$ cat src/rtl/sc_frog_position_register_pkg.sv
// ---------------------------------------------------------------------------
// sc_frog_position_register_pkg
// Definitions shared by the frog position register, the player-control FSM
// and the display mapper.
//   - default playfield geometry and score width
//   - shift-selection codes carried on the 2-bit shift selection bus
//   - position-register FSM state encoding
// ---------------------------------------------------------------------------
package sc_frog_position_register_pkg;

   localparam int ROWS_DEF      = 8;
   localparam int COLS_DEF      = 8;
   localparam int START_COL_DEF = 3;
   localparam int SCORE_W_DEF   = 4;

   // 2'b00 is also treated as hold by the position register.
   localparam logic [1:0] SHIFT_LEFT  = 2'b01;
   localparam logic [1:0] SHIFT_RIGHT = 2'b10;
   localparam logic [1:0] SHIFT_HOLD  = 2'b11;

   typedef enum logic {
      PLAY = 1'b0,
      GOAL = 1'b1
   } frog_state_t;

endpackage

$ cat src/rtl/sc_frog_position_register_column_shifter.sv
// ---------------------------------------------------------------------------
// sc_frog_column_shifter
// One-hot column register of the frog with saturating left/right shift.
//   clk          : system clock
//   rst_n        : asynchronous active-low reset, loads START_COL
//   load         : re-spawn request, loads START_COL (highest priority)
//   shift_left   : move one column towards the MSB, held at bit COLS-1
//   shift_right  : move one column towards the LSB, held at bit 0
//   col          : one-hot column
// An illegal register value (zero or several bits set) is replaced by the
// spawn column on the next edge, whatever the commands are.
// ---------------------------------------------------------------------------
module sc_frog_column_shifter #(
   parameter int COLS      = 8,
   parameter int START_COL = 3
) (
   input  logic            clk,
   input  logic            rst_n,
   input  logic            load,
   input  logic            shift_left,
   input  logic            shift_right,
   output logic [COLS-1:0] col
);

   localparam logic [COLS-1:0] START_ONEHOT = COLS'(1) << START_COL;

   logic legal;

   // A value is one-hot when it is non-zero and clearing its lowest set bit
   // leaves nothing behind.
   assign legal = (col != '0) && ((col & (col - COLS'(1))) == '0);

   always_ff @(posedge clk or negedge rst_n) begin
      if (!rst_n) begin
         col <= START_ONEHOT;
      end else if (load || !legal) begin
         col <= START_ONEHOT;
      end else if (shift_left && !col[COLS-1]) begin
         col <= col << 1;
      end else if (shift_right && !col[0]) begin
         col <= col >> 1;
      end
   end

endmodule

$ cat src/rtl/sc_frog_position_register.sv
// ---------------------------------------------------------------------------
// sc_frog_position_register
// Frog position responder for the player-control FSM. Keeps the frog's row
// index and one-hot column, flags when the frog sits on the first register,
// detects arrival at the goal row, counts goals and re-spawns the frog.
//   SC_FROGPOS_CLOCK_50           : system clock
//   SC_FROGPOS_RESET_InLow        : asynchronous active-low reset
//   SC_FROGPOS_load0_InLow        : move-down strobe (active-low)
//   SC_FROGPOS_load1_InLow        : move-up strobe (active-low)
//   SC_FROGPOS_shiftselection_In  : 01 left, 10 right, 00/11 hold
//   SC_FROGPOS_clear_InLow        : synchronous re-spawn (active-low)
//   SC_FROGPOS_row_Out            : current row, 0 = bottom
//   SC_FROGPOS_col_Out            : one-hot current column
//   SC_FROGPOS_firstreg_OutLow    : 0 while the frog is on row 0
//   SC_FROGPOS_goal_OutLow        : 0 for the single cycle spent in GOAL
//   SC_FROGPOS_score_Out          : saturating goal counter
//   SC_FROGPOS_state_Out          : current FSM state (observability)
//
// Command handshake: there is no backpressure. Each strobe is a one-cycle
// command that is always accepted at the edge where it is sampled; the
// result is visible on the registered outputs right after that edge. Only
// the highest-priority command of a cycle acts, the rest are dropped.
// ---------------------------------------------------------------------------
module sc_frog_position_register
   import sc_frog_position_register_pkg::*;
#(
   parameter int ROWS      = ROWS_DEF,
   parameter int COLS      = COLS_DEF,
   parameter int START_COL = START_COL_DEF,
   parameter int SCORE_W   = SCORE_W_DEF
) (
   input  logic                    SC_FROGPOS_CLOCK_50,
   input  logic                    SC_FROGPOS_RESET_InLow,
   input  logic                    SC_FROGPOS_load0_InLow,
   input  logic                    SC_FROGPOS_load1_InLow,
   input  logic [1:0]              SC_FROGPOS_shiftselection_In,
   input  logic                    SC_FROGPOS_clear_InLow,
   output logic [$clog2(ROWS)-1:0] SC_FROGPOS_row_Out,
   output logic [COLS-1:0]         SC_FROGPOS_col_Out,
   output logic                    SC_FROGPOS_firstreg_OutLow,
   output logic                    SC_FROGPOS_goal_OutLow,
   output logic [SCORE_W-1:0]      SC_FROGPOS_score_Out,
   output frog_state_t             SC_FROGPOS_state_Out
);

   localparam int                ROW_W    = $clog2(ROWS);
   localparam logic [ROW_W-1:0]  GOAL_ROW = ROW_W'(ROWS - 1);

   frog_state_t state;
   logic        play;
   logic        do_clear;
   logic        no_row_cmd;
   logic        col_load;
   logic        col_left;
   logic        col_right;

   assign play       = (state == PLAY);
   assign do_clear   = play && !SC_FROGPOS_clear_InLow;
   // Shifts act only when no clear, up or down command claims the cycle;
   // an ignored down at row 0 still claims it.
   assign no_row_cmd = SC_FROGPOS_clear_InLow && SC_FROGPOS_load1_InLow &&
                       SC_FROGPOS_load0_InLow;

   // Leaving GOAL re-spawns the column as well as the row.
   assign col_load  = do_clear || !play;
   assign col_left  = play && no_row_cmd &&
                      (SC_FROGPOS_shiftselection_In == SHIFT_LEFT);
   assign col_right = play && no_row_cmd &&
                      (SC_FROGPOS_shiftselection_In == SHIFT_RIGHT);

   sc_frog_column_shifter #(
      .COLS      (COLS),
      .START_COL (START_COL)
   ) u_column (
      .clk         (SC_FROGPOS_CLOCK_50),
      .rst_n       (SC_FROGPOS_RESET_InLow),
      .load        (col_load),
      .shift_left  (col_left),
      .shift_right (col_right),
      .col         (SC_FROGPOS_col_Out)
   );

   always_ff @(posedge SC_FROGPOS_CLOCK_50 or negedge SC_FROGPOS_RESET_InLow) begin
      if (!SC_FROGPOS_RESET_InLow) begin
         state                      <= PLAY;
         SC_FROGPOS_row_Out         <= '0;
         SC_FROGPOS_firstreg_OutLow <= 1'b0;
         SC_FROGPOS_goal_OutLow     <= 1'b1;
         SC_FROGPOS_score_Out       <= '0;
      end else begin
         case (state)
            PLAY: begin
               if (!SC_FROGPOS_clear_InLow) begin
                  SC_FROGPOS_row_Out         <= '0;
                  SC_FROGPOS_firstreg_OutLow <= 1'b0;
               end else if (!SC_FROGPOS_load1_InLow) begin
                  // In PLAY the row never exceeds GOAL_ROW-1, so +1 cannot wrap.
                  SC_FROGPOS_row_Out         <= SC_FROGPOS_row_Out + ROW_W'(1);
                  SC_FROGPOS_firstreg_OutLow <= 1'b1;
                  if (SC_FROGPOS_row_Out + ROW_W'(1) == GOAL_ROW) begin
                     state                  <= GOAL;
                     SC_FROGPOS_goal_OutLow <= 1'b0;
                     if (SC_FROGPOS_score_Out != {SCORE_W{1'b1}}) begin
                        SC_FROGPOS_score_Out <= SC_FROGPOS_score_Out + SCORE_W'(1);
                     end
                  end
               end else if (!SC_FROGPOS_load0_InLow) begin
                  if (SC_FROGPOS_row_Out != '0) begin
                     SC_FROGPOS_row_Out <= SC_FROGPOS_row_Out - ROW_W'(1);
                  end
                  // Row 1 steps onto the first register; row 0 stays there.
                  SC_FROGPOS_firstreg_OutLow <= (SC_FROGPOS_row_Out > ROW_W'(1));
               end
            end
            GOAL: begin
               // One-cycle display of the goal row, all commands ignored.
               state                      <= PLAY;
               SC_FROGPOS_row_Out         <= '0;
               SC_FROGPOS_firstreg_OutLow <= 1'b0;
               SC_FROGPOS_goal_OutLow     <= 1'b1;
            end
            default: begin
               state <= PLAY;
            end
         endcase
      end
   end

   assign SC_FROGPOS_state_Out = state;

endmodule

$ cat config.mk
export PLATFORM = sky130hd
export DESIGN_NAME = sc_frog_position_register
export DESIGN_NICKNAME = d
export VERILOG_FILES = /design/src/rtl/sc_frog_position_register_pkg.sv /design/src/rtl/sc_frog_position_register_column_shifter.sv /design/src/rtl/sc_frog_position_register.sv
export SDC_FILE = /design/constraint.sdc
export NUM_CORES = 1
export LEC_CHECK = 0
export CORE_ASPECT_RATIO = 1.2
export CORE_MARGIN = 3
export CORE_UTILIZATION = 49
export CTS_BUF_LIST = sky130_fd_sc_hd__clkbuf_16
export DETAILED_ROUTE_END_ITERATION = 8
export GPL_TIMING_DRIVEN = 0
export PLACE_DENSITY_LB_ADDON = 0.08
export REMOVE_ABC_BUFFERS = 1
export SLEW_MARGIN = 40
export SYNTH_ARGS = -nofsm -noshare
export SYNTH_HDL_FRONTEND = slang
export SYNTH_SLANG_ARGS = --single-unit
$ cat constraint.sdc
create_clock -name SC_FROGPOS_CLOCK_50 -period 2.4 [get_ports SC_FROGPOS_CLOCK_50]
set_input_delay 0.72 -clock SC_FROGPOS_CLOCK_50 [delete_from_list [all_inputs] [get_ports SC_FROGPOS_CLOCK_50]]
set_output_delay 0.72 -clock SC_FROGPOS_CLOCK_50 [all_outputs]
set_load 0.02 [all_outputs]
==> metrics.sh <==
END_KIND='primary output'
REQUIRED_PS=1680
POWER_SWITCHING_mW=0.270
FINAL_COMMON_CELL='sky130_fd_sc_hd__clkdlybuf4s50_1'
CTS.HTREE.LEVELS=1
FINAL_CELL_COUNT_NO_FILL=165
GRT_PASS1_WL_UM=3800
CPLARGESTDELAYFAMILY='buffers and inverters'
PATH_BUF_INV=1
LAYOUT-AREA-OVERHEAD-VS-SYNTH_PCT=31.7
TIMING.RR.END='u_column.col[1]$_DFFE_PN0P_'
DETAIL_ROUTE.FIRST_PASS.ITERATIONS=4
YOSYS.CELL_TYPES.COUNT=40
FIN_NETS=151
MAX-SLEW-MARGIN-REL_PCT=72.9
FINAL_MIN_PERIOD_OVER_CLOCK_PERIOD_PCT=91.6
ROUTED_WIRELENGTH_UM=2210
FIN_TOTAL_PWR_mW=0.949
NUM_VIAS=939
CTS_REPAIR_RESIZE_COUNT=0
GRT_MAX_DEGREE=19
P_LEAK_nW=0.597
HOLDBUFCOUNTCTS=0
YOSYS_WARNINGS=0
SYN_AREA_MM2=0.00108
WORST_IR_DROP_VDD_mV=0.525
FLOORPLAN.DIE.HEIGHT_UM=57.4
GRT-OVFL-TOTAL=0
INITIAL_CORE_UTIL_PCT=55.1
CTS_TREE='done'
RUN_STATUS='finished, final reports clean'
YS_FF_LATCH=18
WORSTSETUPENDPOINT='SC_FROGPOS_col_Out[3]'
IO_PINS=25
R2R_CELLS=5
YS_SEQ_AREA_SHARE_PCT=42.0
SETUP.WORST_PATH.CLASS='reg -> out'
DRIVE_ABOVE_1_SHARE_PCT=10.9
REG2REG_FROM='u_column.col[3]$_DFFE_PN1P_'
CTS.REPORTEDPATHS.CLKPINSLEW_PS=50
SYNTH_EDF_COUNT=0
MAX_FREQ_MHz=455
P_PER_AREA_mW_PER_MM2=668
CRITICAL_PATH_PEAK_FANOUT=7
WORST_SKEW_PAIR.LATE_LATENCY_PS=240
WL_PER_CELL_UM=13.4
CRITICAL-PATH-MAX-STAGE-DELAY_PS=630
CLOCK_GROUP_SHARE_OF_TOTAL_POWER_PCT=34.6
SYN-MEAN-INSTANCE-AREA_UM2=9.63
P_SEQ_SHARE_PCT=39.4
GRT_SETUP_UNREPAIRED='false'
DETAILEDPLACEMENTHPWL_UM=1630
POSTSYNTH.ASYNCRESETSHARE_PCT=100
CAP_VIOLATIONS=0
CP-START-KIND='flop'
ROWS=17
REPORT.FINAL.SLEW_VIOL_COUNT=0
CRITICAL-PATH-SLOWEST-CELL='sky130_fd_sc_hd__clkdlybuf4s50_1'
POSTSYNTH.TOPFLOPCELL='sky130_fd_sc_hd__dfrtp_1'
WORST_EP_ARRIVAL_TIME_PS=1480
PATH_DEPTH=1
VIAS_PER_CELL=5.69
FINALHOLDVIOLATIONS=0
STARTPOINT='u_column.col[3]$_DFFE_PN1P_'
CTS.SINK_COUNT=18
GRT_PASS1_VIAS=924
FILLERS=154
DIE-AREA_MM2=0.00280
SYN-INSTANCE-COUNT=112
DRT_DRC_VIOLATIONS_LEFT=0
HOLD_CLASS='in -> async'
WORST_CLOCK_SKEW_PS=1.63
ANTENNA_CELLS_INSERTED=0
IO_BUFFERS=24
TIGHTESTPINTRANSITION_PS=407
FINAL_CELL_MIX='sky130_fd_sc_hd__clkdlybuf4s50_1, sky130_fd_sc_hd__dfrtp_1, sky130_fd_sc_hd__nor2_1'
GRTUSAGETOTAL_PCT=17.0
FF2FF_SETUP_SLACK_PS=540
FINAL_PERIOD_MINUS_WORST_SETUP_SLACK_PS=2200
NET_SWITCHING_SHARE_OF_THE_TOTAL_POWER_PCT=28.4
CP_CELL_SEQUENCE='clkdlybuf4s50_1'
PWR-SHARE-COMB_PCT=26.0
SETUP_VIOL=0
ANTENNA_FOUND_INITIAL=0
DETAILEDROUTE.FIRSTITERATIONVIOLATIONS=15
NUMCTSBUFFERS=3
CTS_SETUP_BUFFERS=0
STD_CELL_CORE_AREA_MM2=0.00196
ANT_NETS=0
CTS.PATH.MAX_BUFFERS=2
PLACEDCELLCOUNT=161
DIE_X_EXTENT_UM=48.8
INTERNAL_POWER_mW=0.679
CLOCK_TREE.ROOT_CELL='sky130_fd_sc_hd__clkbuf_16'
GP_CONGESTION=0.834
[power by group through the flow]
| stage | combinational, mW | clock [mW] | sequential [mW] |
|---|---|---|---|
| 3_3_place_gp | 0.243 | 0 | 0.377 |
| 6_report | 0.247 | 0.328 | 0.374 |
| 4_1_cts | 0.250 | 0.334 | 0.374 |
| 5_1_grt | 0.273 | 0.348 | 0.380 |
| 2_1_floorplan | 0.108 | 0 | 0.414 |
| 3_5_place_dp | 0.247 | 0 | 0.378 |
[through the flow]
step / cell area, µm² / setup WS, ps / utilization (%) / hold slack [ps] / TNS [ps]
floorplan: 1070 / 509 / - / 424 / 0
global placement: 1340 / -93.9 / 68.6 / 501 / -392
detailed placement: 1340 / -148 / 68.6 / 494 / -692
CTS: 1420 / 101 / 72.6 / 519 / 0
global route: 1420 / 115 / 72.6 / 422 / 0
finish: 1420 / 203 / 72.6 / 400 / 0
[registers in the layout, summed over array words and instances, names as in the netlist]
register,flops
SC_FROGPOS_firstreg_OutLow,1
SC_FROGPOS_goal_OutLow,1
u_column.col,8
SC_FROGPOS_state_Out,1
SC_FROGPOS_row_Out,3
SC_FROGPOS_score_Out,4
[cells in the mapped netlist, types with 2 or more instances]
| cell | number | area (µm²) |
|---|---|---|
| sky130_fd_sc_hd__or3_1 | 2 | 12.5 |
| sky130_fd_sc_hd__clkbuf_1 | 3 | 11.3 |
| sky130_fd_sc_hd__xnor2_1 | 2 | 17.5 |
| sky130_fd_sc_hd__nor2_1 | 11 | 41.3 |
| sky130_fd_sc_hd__a21oi_1 | 10 | 50.1 |
| sky130_fd_sc_hd__inv_1 | 6 | 22.5 |
| sky130_fd_sc_hd__dfstp_2 | 2 | 52.6 |
| sky130_fd_sc_hd__nand2_1 | 8 | 30.0 |
| sky130_fd_sc_hd__dfrtp_1 | 16 | 400 |
| sky130_fd_sc_hd__a211oi_2 | 4 | 50.1 |
| sky130_fd_sc_hd__nand2b_1 | 3 | 18.8 |
| sky130_fd_sc_hd__o21ai_0 | 5 | 25.0 |
| sky130_fd_sc_hd__nand3_1 | 4 | 20.0 |
| sky130_fd_sc_hd__o22ai_1 | 4 | 25.0 |
| sky130_fd_sc_hd__nor2b_1 | 2 | 12.5 |
| sky130_fd_sc_hd__ha_1 | 6 | 75.1 |
[area by class of cell]
cell class	instances	area, µm²	area share, %
well taps	28	35.0	2.47
inverters	6	22.5	1.59
clock inverters	1	3.75	0.264
flip-flops and latches	18	453	31.9
repair buffers	24	235	16.6
multi-input cells	85	596	41.9
clock buffers	3	75.1	5.29
[cells by family after synthesis]
| kind of cell | share of synthesized area [%] |
|---|---|
| xor gates and xnor gates | 2.44 |
| buffers and inverters | 3.13 |
| adders and majority gates | 7.89 |
| and+or+nand+nor | 21.5 |
| DFF | 42.0 |
| AOI/OAI and AO/OA | 22.0 |
| muxes | 1.04 |
[layer usage]
| metal | vias to the layer above | track usage [%] | part of all wire, % |
|---|---|---|---|
| met5 | - | 0 | 0 |
| met4 | 0 | 8.13 | 1.2 |
| met3 | 4 | 3.39 | 4.2 |
| met2 | 22 | 30.7 | 51 |
| met1 | 455 | 19.0 | 43 |
| li1 | 458 | - | - |
[worst min-delay path by stage]
| stage | from | to | slack [ps] | cells after the start |
|---|---|---|---|---|
| after floorplan | SC_FROGPOS_RESET_InLow | SC_FROGPOS_firstreg_OutLow$_DFFE_PN0P_ | 420 | 0 |
| after global placement | SC_FROGPOS_state_Out$_DFF_PN0_ | SC_FROGPOS_goal_OutLow$_DFFE_PN1P_ | 500 | 1 |
| after detailed placement | SC_FROGPOS_state_Out$_DFF_PN0_ | SC_FROGPOS_goal_OutLow$_DFFE_PN1P_ | 490 | 1 |
| after CTS | SC_FROGPOS_goal_OutLow$_DFFE_PN1P_ | SC_FROGPOS_goal_OutLow$_DFFE_PN1P_ | 520 | 1 |
| after global routing | SC_FROGPOS_RESET_InLow | u_column.col[6]$_DFFE_PN0P_ | 420 | 1 |
| final | SC_FROGPOS_RESET_InLow | u_column.col[6]$_DFFE_PN0P_ | 400 | 1 |
No activity file was read; power rests on OpenSTA's default activity.
